<file path="src/rtl/cpu_6502_ISA_pkg.sv">
// ----------------------------------------------------------------------------
// cpu_6502_ISA_pkg
// Shared definitions for the 6502 core front end.
//   - fetch_state_t : fetch stage state encoding
//   - opcode field slices (cc = group, bbb = addressing mode)
//   - instr_length(): instruction length in bytes (1..3) from the opcode
// ----------------------------------------------------------------------------
package cpu_6502_ISA_pkg;

    // Opcode field positions: aaa bbb cc
    localparam int unsigned CC_LSB  = 0;
    localparam int unsigned CC_MSB  = 1;
    localparam int unsigned BBB_LSB = 2;
    localparam int unsigned BBB_MSB = 4;

    // Instruction groups (cc field)
    localparam logic [1:0] GRP_CTL = 2'b00;  // control / index-register group
    localparam logic [1:0] GRP_ALU = 2'b01;  // ORA/AND/EOR/ADC/STA/LDA/CMP/SBC
    localparam logic [1:0] GRP_RMW = 2'b10;  // shifts, INC/DEC, LDX/STX
    localparam logic [1:0] GRP_ILL = 2'b11;  // undocumented

    // Addressing modes (bbb field); the CTL and RMW groups reuse the same
    // codes with slightly different meanings, but the byte counts line up.
    localparam logic [2:0] MODE_IZX = 3'b000;
    localparam logic [2:0] MODE_ZP  = 3'b001;
    localparam logic [2:0] MODE_IMM = 3'b010;
    localparam logic [2:0] MODE_ABS = 3'b011;
    localparam logic [2:0] MODE_IZY = 3'b100;
    localparam logic [2:0] MODE_ZPX = 3'b101;
    localparam logic [2:0] MODE_ABY = 3'b110;
    localparam logic [2:0] MODE_ABX = 3'b111;

    localparam logic [7:0] OP_JSR    = 8'h20;
    localparam logic [7:0] OP_NOP_80 = 8'h80;

    typedef enum logic [1:0] {
        S_ISSUE   = 2'd0,
        S_CAPTURE = 2'd1,
        S_VALID   = 2'd2
    } fetch_state_t;

    function automatic logic [1:0] instr_length(input logic [7:0] opcode);
        logic [1:0] cc;
        logic [2:0] bbb;
        logic [1:0] len;
        cc  = opcode[CC_MSB:CC_LSB];
        bbb = opcode[BBB_MSB:BBB_LSB];
        len = 2'd1;
        case (cc)
            GRP_ALU: begin
                if (bbb == MODE_ABS || bbb == MODE_ABY || bbb == MODE_ABX) len = 2'd3;
                else                                                    len = 2'd2;
            end
            GRP_RMW: begin
                case (bbb)
                    MODE_IZX, MODE_ZP, MODE_ZPX: len = 2'd2;
                    MODE_ABS, MODE_ABX:          len = 2'd3;
                    default:                     len = 2'd1;
                endcase
            end
            GRP_CTL: begin
                if (opcode == OP_JSR) begin
                    len = 2'd3;
                end else begin
                    case (bbb)
                        // Immediate LDY/CPY/CPX; BRK/RTI/RTS/80 are single byte
                        MODE_IZX:                    len = (opcode[7] && opcode != OP_NOP_80)
                                                           ? 2'd2 : 2'd1;
                        MODE_ZP, MODE_IZY, MODE_ZPX: len = 2'd2;
                        MODE_ABS, MODE_ABX:          len = 2'd3;
                        default:                     len = 2'd1;
                    endcase
                end
            end
            default: len = 2'd1;
        endcase
        return len;
    endfunction

endpackage

</file>
<file path="src/rtl/cpu_6502_instr_length.sv">
// ----------------------------------------------------------------------------
// cpu_6502_instr_length
// Combinational instruction-length decoder.
//   i_opcode : opcode byte
//   o_len    : instruction length in bytes (1, 2 or 3)
// ----------------------------------------------------------------------------
module cpu_6502_instr_length
    import cpu_6502_ISA_pkg::*;
(
    input  logic [7:0] i_opcode,
    output logic [1:0] o_len
);

    assign o_len = instr_length(i_opcode);

endmodule

</file>
<file path="src/rtl/cpu_6502_fetch.sv">
// ----------------------------------------------------------------------------
// cpu_6502_fetch
// Instruction fetch stage: reads opcode + operand bytes from the shared
// memory port and hands an assembled instruction to the decoder.
//   i_clk / i_rst              : clock, async active-high reset
//   i_mem_gnt                  : memory port granted this cycle
//   o_mem_rd_en / o_mem_addr   : read request (1-cycle latency)
//   i_mem_rdata                : read data, cycle after the request
//   i_redirect_valid/_pc       : PC change from execute (highest priority)
//   o_instr_valid/i_instr_ready: bundle handshake to the decoder
//   o_instr_opcode/op1/op2/len/pc : registered instruction bundle
// ----------------------------------------------------------------------------
module cpu_6502_fetch
    import cpu_6502_ISA_pkg::*;
#(
    parameter logic [15:0] RESET_PC = 16'h8000
) (
    input  logic        i_clk,
    input  logic        i_rst,
    input  logic        i_mem_gnt,
    output logic        o_mem_rd_en,
    output logic [15:0] o_mem_addr,
    input  logic [7:0]  i_mem_rdata,
    input  logic        i_redirect_valid,
    input  logic [15:0] i_redirect_pc,
    output logic        o_instr_valid,
    input  logic        i_instr_ready,
    output logic [7:0]  o_instr_opcode,
    output logic [7:0]  o_instr_op1,
    output logic [7:0]  o_instr_op2,
    output logic [1:0]  o_instr_len,
    output logic [15:0] o_instr_pc
);

    fetch_state_t r_state, w_state_n;
    logic [15:0]  r_pc, w_pc_n;
    logic [1:0]   r_byte_idx, w_byte_idx_n;
    logic [1:0]   r_len, w_len_n;
    logic [7:0]   r_opcode, w_opcode_n;
    logic [7:0]   r_op1, w_op1_n;
    logic [7:0]   r_op2, w_op2_n;

    // Output bundle, loaded only when entering S_VALID
    logic [7:0]   r_instr_opcode, r_instr_op1, r_instr_op2;
    logic [1:0]   r_instr_len;
    logic [15:0]  r_instr_pc;

    logic         w_load_out;
    logic         w_rd_en;
    logic [1:0]   w_len_decoded;

    cpu_6502_instr_length u_instr_length (
        .i_opcode (i_mem_rdata),
        .o_len    (w_len_decoded)
    );

    always_comb begin
        w_state_n    = r_state;
        w_pc_n       = r_pc;
        w_byte_idx_n = r_byte_idx;
        w_len_n      = r_len;
        w_opcode_n   = r_opcode;
        w_op1_n      = r_op1;
        w_op2_n      = r_op2;
        w_load_out   = 1'b0;
        w_rd_en      = 1'b0;

        if (i_redirect_valid) begin
            // Drops any partial instruction; a pending bundle counts as consumed.
            w_state_n    = S_ISSUE;
            w_pc_n       = i_redirect_pc;
            w_byte_idx_n = 2'd0;
        end else begin
            case (r_state)
                S_ISSUE: begin
                    if (i_mem_gnt) begin
                        w_rd_en   = 1'b1;
                        w_state_n = S_CAPTURE;
                    end
                end
                S_CAPTURE: begin
                    case (r_byte_idx)
                        2'd0: begin
                            w_opcode_n = i_mem_rdata;
                            w_op1_n    = 8'h00;
                            w_op2_n    = 8'h00;
                            w_len_n    = w_len_decoded;
                        end
                        2'd1:    w_op1_n = i_mem_rdata;
                        default: w_op2_n = i_mem_rdata;
                    endcase
                    if (({1'b0, r_byte_idx} + 3'd1) < {1'b0, w_len_n}) begin
                        w_byte_idx_n = r_byte_idx + 2'd1;
                        w_state_n    = S_ISSUE;
                    end else begin
                        w_state_n  = S_VALID;
                        w_load_out = 1'b1;
                    end
                end
                S_VALID: begin
                    if (i_instr_ready) begin
                        w_pc_n       = r_pc + {14'd0, r_instr_len};
                        w_byte_idx_n = 2'd0;
                        w_state_n    = S_ISSUE;
                    end
                end
                default: w_state_n = S_ISSUE;
            endcase
        end
    end

    always_ff @(posedge i_clk or posedge i_rst) begin
        if (i_rst) begin
            r_state        <= S_ISSUE;
            r_pc           <= RESET_PC;
            r_byte_idx     <= 2'd0;
            r_len          <= 2'd0;
            r_opcode       <= 8'h00;
            r_op1          <= 8'h00;
            r_op2          <= 8'h00;
            r_instr_opcode <= 8'h00;
            r_instr_op1    <= 8'h00;
            r_instr_op2    <= 8'h00;
            r_instr_len    <= 2'd0;
            r_instr_pc     <= RESET_PC;
        end else begin
            r_state    <= w_state_n;
            r_pc       <= w_pc_n;
            r_byte_idx <= w_byte_idx_n;
            r_len      <= w_len_n;
            r_opcode   <= w_opcode_n;
            r_op1      <= w_op1_n;
            r_op2      <= w_op2_n;
            if (w_load_out) begin
                r_instr_opcode <= w_opcode_n;
                r_instr_op1    <= w_op1_n;
                r_instr_op2    <= w_op2_n;
                r_instr_len    <= w_len_n;
                r_instr_pc     <= r_pc;
            end
        end
    end

    // Reset gating keeps the request low while reset is held, even with grant high.
    assign o_mem_rd_en    = w_rd_en & ~i_rst;
    assign o_mem_addr     = r_pc + {14'd0, r_byte_idx};
    assign o_instr_valid  = (r_state == S_VALID);
    assign o_instr_opcode = r_instr_opcode;
    assign o_instr_op1    = r_instr_op1;
    assign o_instr_op2    = r_instr_op2;
    assign o_instr_len    = r_instr_len;
    assign o_instr_pc     = r_instr_pc;

endmodule

</file>
<file path="config.mk">
export PLATFORM = sky130hd
export DESIGN_NAME = cpu_6502_fetch
export DESIGN_NICKNAME = d
export VERILOG_FILES = /design/src/rtl/cpu_6502_ISA_pkg.sv /design/src/rtl/cpu_6502_instr_length.sv /design/src/rtl/cpu_6502_fetch.sv
export SDC_FILE = /design/constraint.sdc
export NUM_CORES = 1
export LEC_CHECK = 0
export CAP_MARGIN = 10
export CORE_UTILIZATION = 57
export CTS_BUF_LIST = sky130_fd_sc_hd__clkbuf_8
export CTS_CLUSTER_SIZE = 14
export DETAILED_ROUTE_END_ITERATION = 16
export PLACE_DENSITY = 0.95
export SYNTH_ARGS = -nofsm -noshare
export SYNTH_HDL_FRONTEND = slang
export SYNTH_SLANG_ARGS = --single-unit
</file>
<file path="constraint.sdc">
create_clock -name i_clk -period 8.8 [get_ports i_clk]
set_input_delay 1.32 -clock i_clk [delete_from_list [all_inputs] [get_ports i_clk]]
set_output_delay 1.32 -clock i_clk [all_outputs]
set_load 0.01 [all_outputs]
</file>
==> metrics.csv, run 1 <==
stage;metric;value;unit
drt;via count;3062;
final_layout;fin cells;540;
drt;via/cell ratio;5.670;
placed_design;Placement Cell Area;0.005107;mm^2
grt;Total GRT Usage;27.84;%
floorplanning;Chip Width;87.75;um
critical_path;WP data required;9040;ps
timing;Hold Vio Cnt, Final;0;
grt;first-pass GRT wire length;15.86;mm
drt;1st-pass router iterations;5;
grt;pin count of the biggest net entering global routing;90;
timing;relative slew slack;28.19;%
timing;setup violators final;0;
floorplanning;starting density of the core;60.36;%
timing;RSZ-0062 raised after global routing;no;
floorplanning;die area;0.007700;mm^2
pwr;Pwr per Cell Area;233.4;mW/mm^2
critical_path;Worst path max stage delay;590;ps
critical_path;Critical Path AT;5130;ps
clock_network;Clock Latency Late Sink;360;ps
critical_path;CP startpoint kind;input pin;
pwr;Logic pwr share;31.6;%
timing;Fin Setup TNS;0;ps
critical_path;Crit-path slowest cell;a21boi_4;
floorplanning;Core ar.;0.006944;mm^2
clock_network;CTS tree;done;
pwr;sw frac;29.32;%
yosys;Cell variety after synth;47;
grt;initial antenna violation count;0;
final_layout;share of cells above drive strength 1;17.57;%
clock_network;Root Buffer;clkbuf_8;
placed_design;placed insts;525;
timing;Worst Skew;8.344;ps
final_layout;Post-layout nets;479;
timing;Pins Over Slew Limit;0;
clock_network;Hold-fix buffers, CTS;0;
placed_design;port bufs;88;
critical_path;Crit Path Max Fanout;25;
final_layout;ANT cells;0;
floorplanning;I/O pin count;89;
hold_path;Hold WC Path Type;reg2reg;
pwr;Seq pwr share;46.0;%
yosys;synthesis-stage register bit count;88;
yosys;Post-synth EDFFs;0;
drt;final WL;9.668;mm
pwr;post-layout power;1.238;mW
final_layout;Register Area;0.002205;mm^2
final_layout;final instance area;0.005303;mm^2
floorplanning;Rows;30;
yosys;cells after synthesis;357;
yosys;Syn Area/Cell;11.74;um^2
final_layout;area occupied by multi-input gates;0.001833;mm^2
yosys;Mapped Nets;396;
timing;min Tclk post-route;4889;ps
clock_network;clock-pin slew on the worst setup and hold paths;80;ps
clock_network;CTS sink cnt;88;
clock_network;Longest Clk Path Bufs;2;
run_status;status;complete, no violations;
timing;hold_ws;490.1;ps
final_layout;Util after Layout;76.36;%
critical_path;CP most frequent cell;mux2_2;
drt;post-route ant nets;0;
final_layout;Filler Cell Count;422;
yosys;warnings from Yosys;0;
pwr;internal power;0.8748;mW
drt;DR WL/cell;17.90;um
final_layout;area grow syn2layout;26.51;%
critical_path;Setup CP Type;in2reg;
grt;vias in the first global route;3057;
yosys;Mapped Area;0.004192;mm^2
placed_design;post-DP HPWL;6.538;mm
pwr;total leakage power;2.232;nW
pwr;Sw Pwr;0.3628;mW
drt;Post-route DRC;0;
timing;crit share post-route;55.56;%
yosys;Synth Flop Type;dfrtp_1;
clock_network;post-CTS setup buffer count;0;
timing;Least-Margin Pin Slew;1077;ps
clock_network;total CTS buffers;9;
critical_path;Crit. End Element;flop;
yosys;Async SR Flop Fraction;100.0;%
grt;overflow left after global routing;0;
clock_network;# H-tree levels;3;
drt;DRT iter0 DRCs;246;
timing;final worst-path setup slack;3911;ps
timing;Fmax;204.5;MHz
floorplanning;die height;87.75;um
clock_network;post-CTS sizing;0;
placed_design;gpl congestion;0.8382;
job;Max-Cap Viols;0;
pwr;VDD IR max;0.1653;mV
yosys;Seq/Total Area, Yosys;52.60;%
placed_design;pre-CTS setup slack;3604;ps
critical_path;worst path cell trace;clkdlybuf4s50_1 -> o311ai_0 -> a32oi_1 -> mux2_2 -> fa_1 -> nor2_1 -> o2111ai_4 -> a21boi_4 -> buf_4 -> mux2_2;
pwr;Clock power frac;22.4;%
[cell usage after synthesis, types with 2 or more instances]
master | number | share of area [%]
a21o_1 | 4 | 0.72
a21oi_1 | 5 | 0.60
a22o_1 | 8 | 1.7
and2_1 | 3 | 0.45
buf_2 | 5 | 0.60
buf_6 | 4 | 1.1
clkbuf_1 | 9 | 0.81
dfrtp_1 | 86 | 51
dfstp_2 | 2 | 1.3
fa_1 | 3 | 1.4
ha_1 | 7 | 2.1
inv_1 | 12 | 1.1
mux2_1 | 3 | 0.81
mux2_2 | 49 | 13
nand2_1 | 32 | 2.9
nand2b_1 | 12 | 1.8
nand3_1 | 9 | 1.1
nand4_1 | 3 | 0.45
nor2_1 | 15 | 1.3
nor3_1 | 7 | 0.84
nor3_2 | 2 | 0.48
nor4_1 | 2 | 0.30
o21ai_0 | 22 | 2.6
o21ai_1 | 4 | 0.48
xnor2_1 | 18 | 3.8
xor2_1 | 10 | 2.1
[power groups by stage]
stage	Combinational (mW)	Sequential, mW	Clock [mW]
2_1_floorplan	0.160	0.590	0
3_3_place_gp	0.376	0.570	0
3_5_place_dp	0.390	0.574	0
4_1_cts	0.394	0.568	0.280
5_1_grt	0.419	0.581	0.301
6_report	0.391	0.569	0.277
[worst paths after layout]
path / depth (start not counted) / slack [ps] / endpoint / start
hold / removal: 2 / 490 / r_op2[7]$_DFF_PP0_ / r_op2[7]$_DFF_PP0_
hold reg to reg: 2 / 490 / r_op2[7]$_DFF_PP0_ / r_op2[7]$_DFF_PP0_
max in group asynchronous: 3 / 6500 / r_op2[5]$_DFF_PP0_ / i_rst
setup reg to reg: 9 / 4820 / o_instr_op1[3]$_DFFE_PP0P_ / r_byte_idx[1]$_DFFE_PP0P_
setup / recovery: 10 / 3910 / o_instr_op1[3]$_DFFE_PP0P_ / i_mem_rdata[3]
min in group asynchronous: 3 / 1600 / o_instr_pc[8]$_DFFE_PP0P_ / i_rst
[worst max-delay path, delay by kind of cell]
family          cells  cell delay (ps)
fa+ha+maj           1              430
mux                 2              710
compound gates      4             1410
simple gates        1              220
buf+inv             2             1020
[cells in the final DEF (no fill, tap or decap), types with 9 or more instances in the layout]
| cell | count |
|---|---|
| nor2_1 | 15 |
| nand3_1 | 9 |
| clkbuf_8 | 10 |
| xnor2_1 | 18 |
| xor2_1 | 10 |
| nand2_1 | 32 |
| inv_1 | 12 |
| dfrtp_1 | 86 |
| mux2_2 | 49 |
| nand2b_1 | 12 |
| clkdlybuf4s50_1 | 88 |
| o21ai_0 | 22 |
[registers in the layout, indices dropped and copies added (netlist names)]
signal	flops
o_instr_len	2
r_byte_idx	2
r_op1	8
o_instr_pc	16
r_op2	8
r_pc	16
r_state	2
r_opcode	8
o_instr_op2	8
o_instr_op1	8
o_instr_opcode	8
r_len	2
[layer usage]
metal	vias to the layer above	GRT usage [%]	share of wire (%)
met2	135	43.83	50
met4	0	12.07	1.9
met1	1524	37.31	43
met3	19	6.315	5.5
met5	-	0	0
li1	1384	-	-
[cell families (layout without fill, tap and decap cells)]
family                     after synthesis  count (layout)  synth area share, %
adders and majority gates               10              10                3.522
xor gates and xnor gates                28              28                5.851
DFF                                     88              88                52.60
and+or+nand+nor                         93              93                11.25
buffers and inverters                   31             118                3.671
AOI/OAI and AO/OA                       54              54                8.896
muxes                                   53              53                14.21
[layout make-up]
class                           count  area share, %
Clock inverter                      5          1.085
Tap cell                           96          2.265
Sequential cell                    88          41.58
Multi-Input combinational cell    238          34.57
Clock buffer                       10          2.596
Inverter                           12         0.8731
Timing Repair Buffer               91          17.04
Note: power is estimated with default switching activity, not from simulation.
==> inputs of run 2 (changes only) <==
--- a/config.mk
+++ b/config.mk
@@ -6,11 +6,11 @@
 export NUM_CORES = 1
 export LEC_CHECK = 0
 export CAP_MARGIN = 10
-export CORE_UTILIZATION = 57
+export CORE_UTILIZATION = 53
 export CTS_BUF_LIST = sky130_fd_sc_hd__clkbuf_8
 export CTS_CLUSTER_SIZE = 14
 export DETAILED_ROUTE_END_ITERATION = 16
-export PLACE_DENSITY = 0.95
+export PLACE_DENSITY = 0.91
 export SYNTH_ARGS = -nofsm -noshare
 export SYNTH_HDL_FRONTEND = slang
 export SYNTH_SLANG_ARGS = --single-unit
==> constraint.sdc (replaced) <==
create_clock -name i_clk -period 4.65 [get_ports i_clk]
set_input_delay 0.6975 -clock i_clk [delete_from_list [all_inputs] [get_ports i_clk]]
set_output_delay 0.6975 -clock i_clk [all_outputs]
set_load 0.01 [all_outputs]
==> run 2 against run 1 <==
Effect of this change:
- via count down 1.1%
- routed wire length down 2.7%
- sequential cell count unchanged
- setup slack worse by 3100 ps
- clock-buffer cell count down 1
- sequential power up 88%
- core utilization down 7.1 points
- register-to-register slack worse by 3700 ps
- clock power up 95%
- combinational power up 89%
- largest cell class unchanged
- largest power group unchanged
==> metrics.csv, run 2 (synthesis results as in run 1) <==
stage;metric;value;unit
run_status;status;complete, no violations;
clock_network;CTS tree;done;
timing;Fin Setup TNS;0;ps
clock_network;total CTS buffers;9;
placed_design;gpl congestion;0.8814;
drt;Post-route DRC;0;
timing;setup violators final;0;
pwr;VDD IR max;0.2883;mV
timing;relative slew slack;27.36;%
final_layout;area grow syn2layout;27.04;%
drt;via/cell ratio;5.527;
floorplanning;die height;90.93;um
final_layout;most frequent cells in the layout;88 x clkdlybuf4s50_1, 86 x dfrtp_1, 49 x mux2_2;
grt;first-pass GRT wire length;15.46;mm
clock_network;CTS sink cnt;88;
clock_network;clock-pin slew on the worst setup and hold paths;90;ps
critical_path;Setup CP Type;in2reg;
placed_design;post-DP HPWL;6.374;mm
drt;DRT iter0 DRCs;296;
final_layout;share of cells above drive strength 1;18.16;%
pwr;post-layout power;2.352;mW
timing;final worst-path setup slack;769.5;ps
grt;overflow left after global routing;0;
drt;DR WL/cell;17.16;um
critical_path;CP startpoint kind;input pin;
clock_network;Longest Clk Path Bufs;2;
critical_path;Crit. End Element;flop;
grt;Total GRT Usage;24.21;%
drt;post-route ant nets;0;
clock_network;Hold-fix buffers, CTS;0;
timing;RSZ-0062 raised after global routing;no;
clock_network;post-CTS sizing;0;
final_layout;commonest non-fill, non-tap cell in the layout;clkdlybuf4s50_1;
clock_network;Clock Latency Late Sink;360;ps
timing;Pins Over Slew Limit;0;
final_layout;Post-layout nets;480;
final_layout;Filler Cell Count;547;
critical_path;Worst Setup SP;i_mem_rdata[3];
critical_path;worst r2r src;r_byte_idx[1]$_DFFE_PP0P_;
hold_path;hold wc startpoint;r_op2[4]$_DFF_PP0_;
floorplanning;die area;0.008268;mm^2
drt;via count;3029;
clock_network;# H-tree levels;3;
critical_path;WP data required;4890;ps
timing;Fmax;257.7;MHz
floorplanning;Core ar.;0.007687;mm^2
timing;crit share post-route;83.45;%
grt;initial antenna violation count;0;
timing;Worst Skew;6.323;ps
final_layout;fin cells;548;
job;Max-Cap Viols;0;
timing;Hold Vio Cnt, Final;0;
floorplanning;Rows;32;
placed_design;placed insts;532;
final_layout;area occupied by multi-input gates;0.001833;mm^2
hold_path;Hold WC Path Type;reg2reg;
floorplanning;Chip Width;90.93;um
floorplanning;I/O pin count;89;
timing;Least-Margin Pin Slew;1090;ps
placed_design;pre-CTS setup slack;448.7;ps
grt;pin count of the biggest net entering global routing;89;
pwr;total leakage power;2.240;nW
drt;1st-pass router iterations;4;
grt;vias in the first global route;3107;
placed_design;port bufs;88;
critical_path;Critical Path AT;4120;ps
floorplanning;starting density of the core;54.52;%
clock_network;Root Buffer;clkbuf_8;
final_layout;Register Area;0.002205;mm^2
clock_network;post-CTS setup buffer count;0;
critical_path;Crit Path Max Fanout;29;
timing;min Tclk post-route;3881;ps
pwr;Pwr per Cell Area;441.7;mW/mm^2
final_layout;ANT cells;0;
drt;final WL;9.403;mm
==> run 2: changes by cell type in the layout (fill, tap and decap cells not counted) <==
| cell | change |
|---|---|
| clkbuf_8 | -1 |
| clkinv_2 | +1 |
| inv_8 | +1 |
| inv_1 | -1 |
| inv_6 | +1 |
| buf_4 | +1 |
==> run 2: path summary, 6_finish.rpt <==
path	end	slack (ps)	cells after the start
setup / recovery	o_instr_pc[13]$_DFFE_PP0P_	770	10
hold / removal	r_op2[4]$_DFF_PP0_	490	2
setup reg to reg	o_instr_pc[13]$_DFFE_PP0P_	1170	9
hold reg to reg	r_op2[4]$_DFF_PP0_	490	2
max in group asynchronous	o_instr_op2[4]$_DFFE_PP0P_	2940	3
min in group asynchronous	o_instr_op1[3]$_DFFE_PP0P_	1010	3
==> run 2: where the power goes <==
part	leakage [nW]	internal (mW)	switching, mW	total (mW)
sequential	1.13	0.954	0.119	1.07
clock	0.0982	0.255	0.286	0.541
combinational	1.02	0.442	0.297	0.739
total	2.24	1.65	0.702	2.35
==> run 2: stage by stage <==
step / instance area, um^2 / hold WS [ps] / util [%]
6_report: 5325 / 489.4 / 69.27
5_1_grt: 5325 / 520.0 / 69.27
4_1_cts: 5325 / 486.7 / 69.27
3_5_place_dp: 5122 / 468.1 / 66.63
3_3_place_gp: 5122 / 454.0 / 66.63
2_1_floorplan: 4192 / 440.1 / -
==> run 2: cell type report <==
cell class / count / share of cell area, %
Sequential cell: 88 / 41.40
Inverter: 12 / 0.8694
Clock buffer: 9 / 2.326
Tap cell: 102 / 2.397
Multi-Input combinational cell: 238 / 34.42
Clock inverter: 7 / 1.480
Timing Repair Buffer: 92 / 17.11
==> run 2: layer usage <==
metal / up-vias / share of wire (%) / GRT usage (%)
met5: - / 0 / 0
met4: 0 / 1.9 / 10.05
met3: 14 / 4.6 / 3.853
met2: 102 / 49 / 39.39
met1: 1522 / 44 / 32.46
li1: 1391 / - / -
==> run 2: worst max-delay path, cell delays in order <==
cell and delay [ps]:
clkdlybuf4s50_1 570, o311ai_0 480, a32oi_1 190, mux2_2 320
fa_1 430, nor2_1 220, o2111ai_4 210, a21boi_4 210
buf_4 380, mux2_2 400
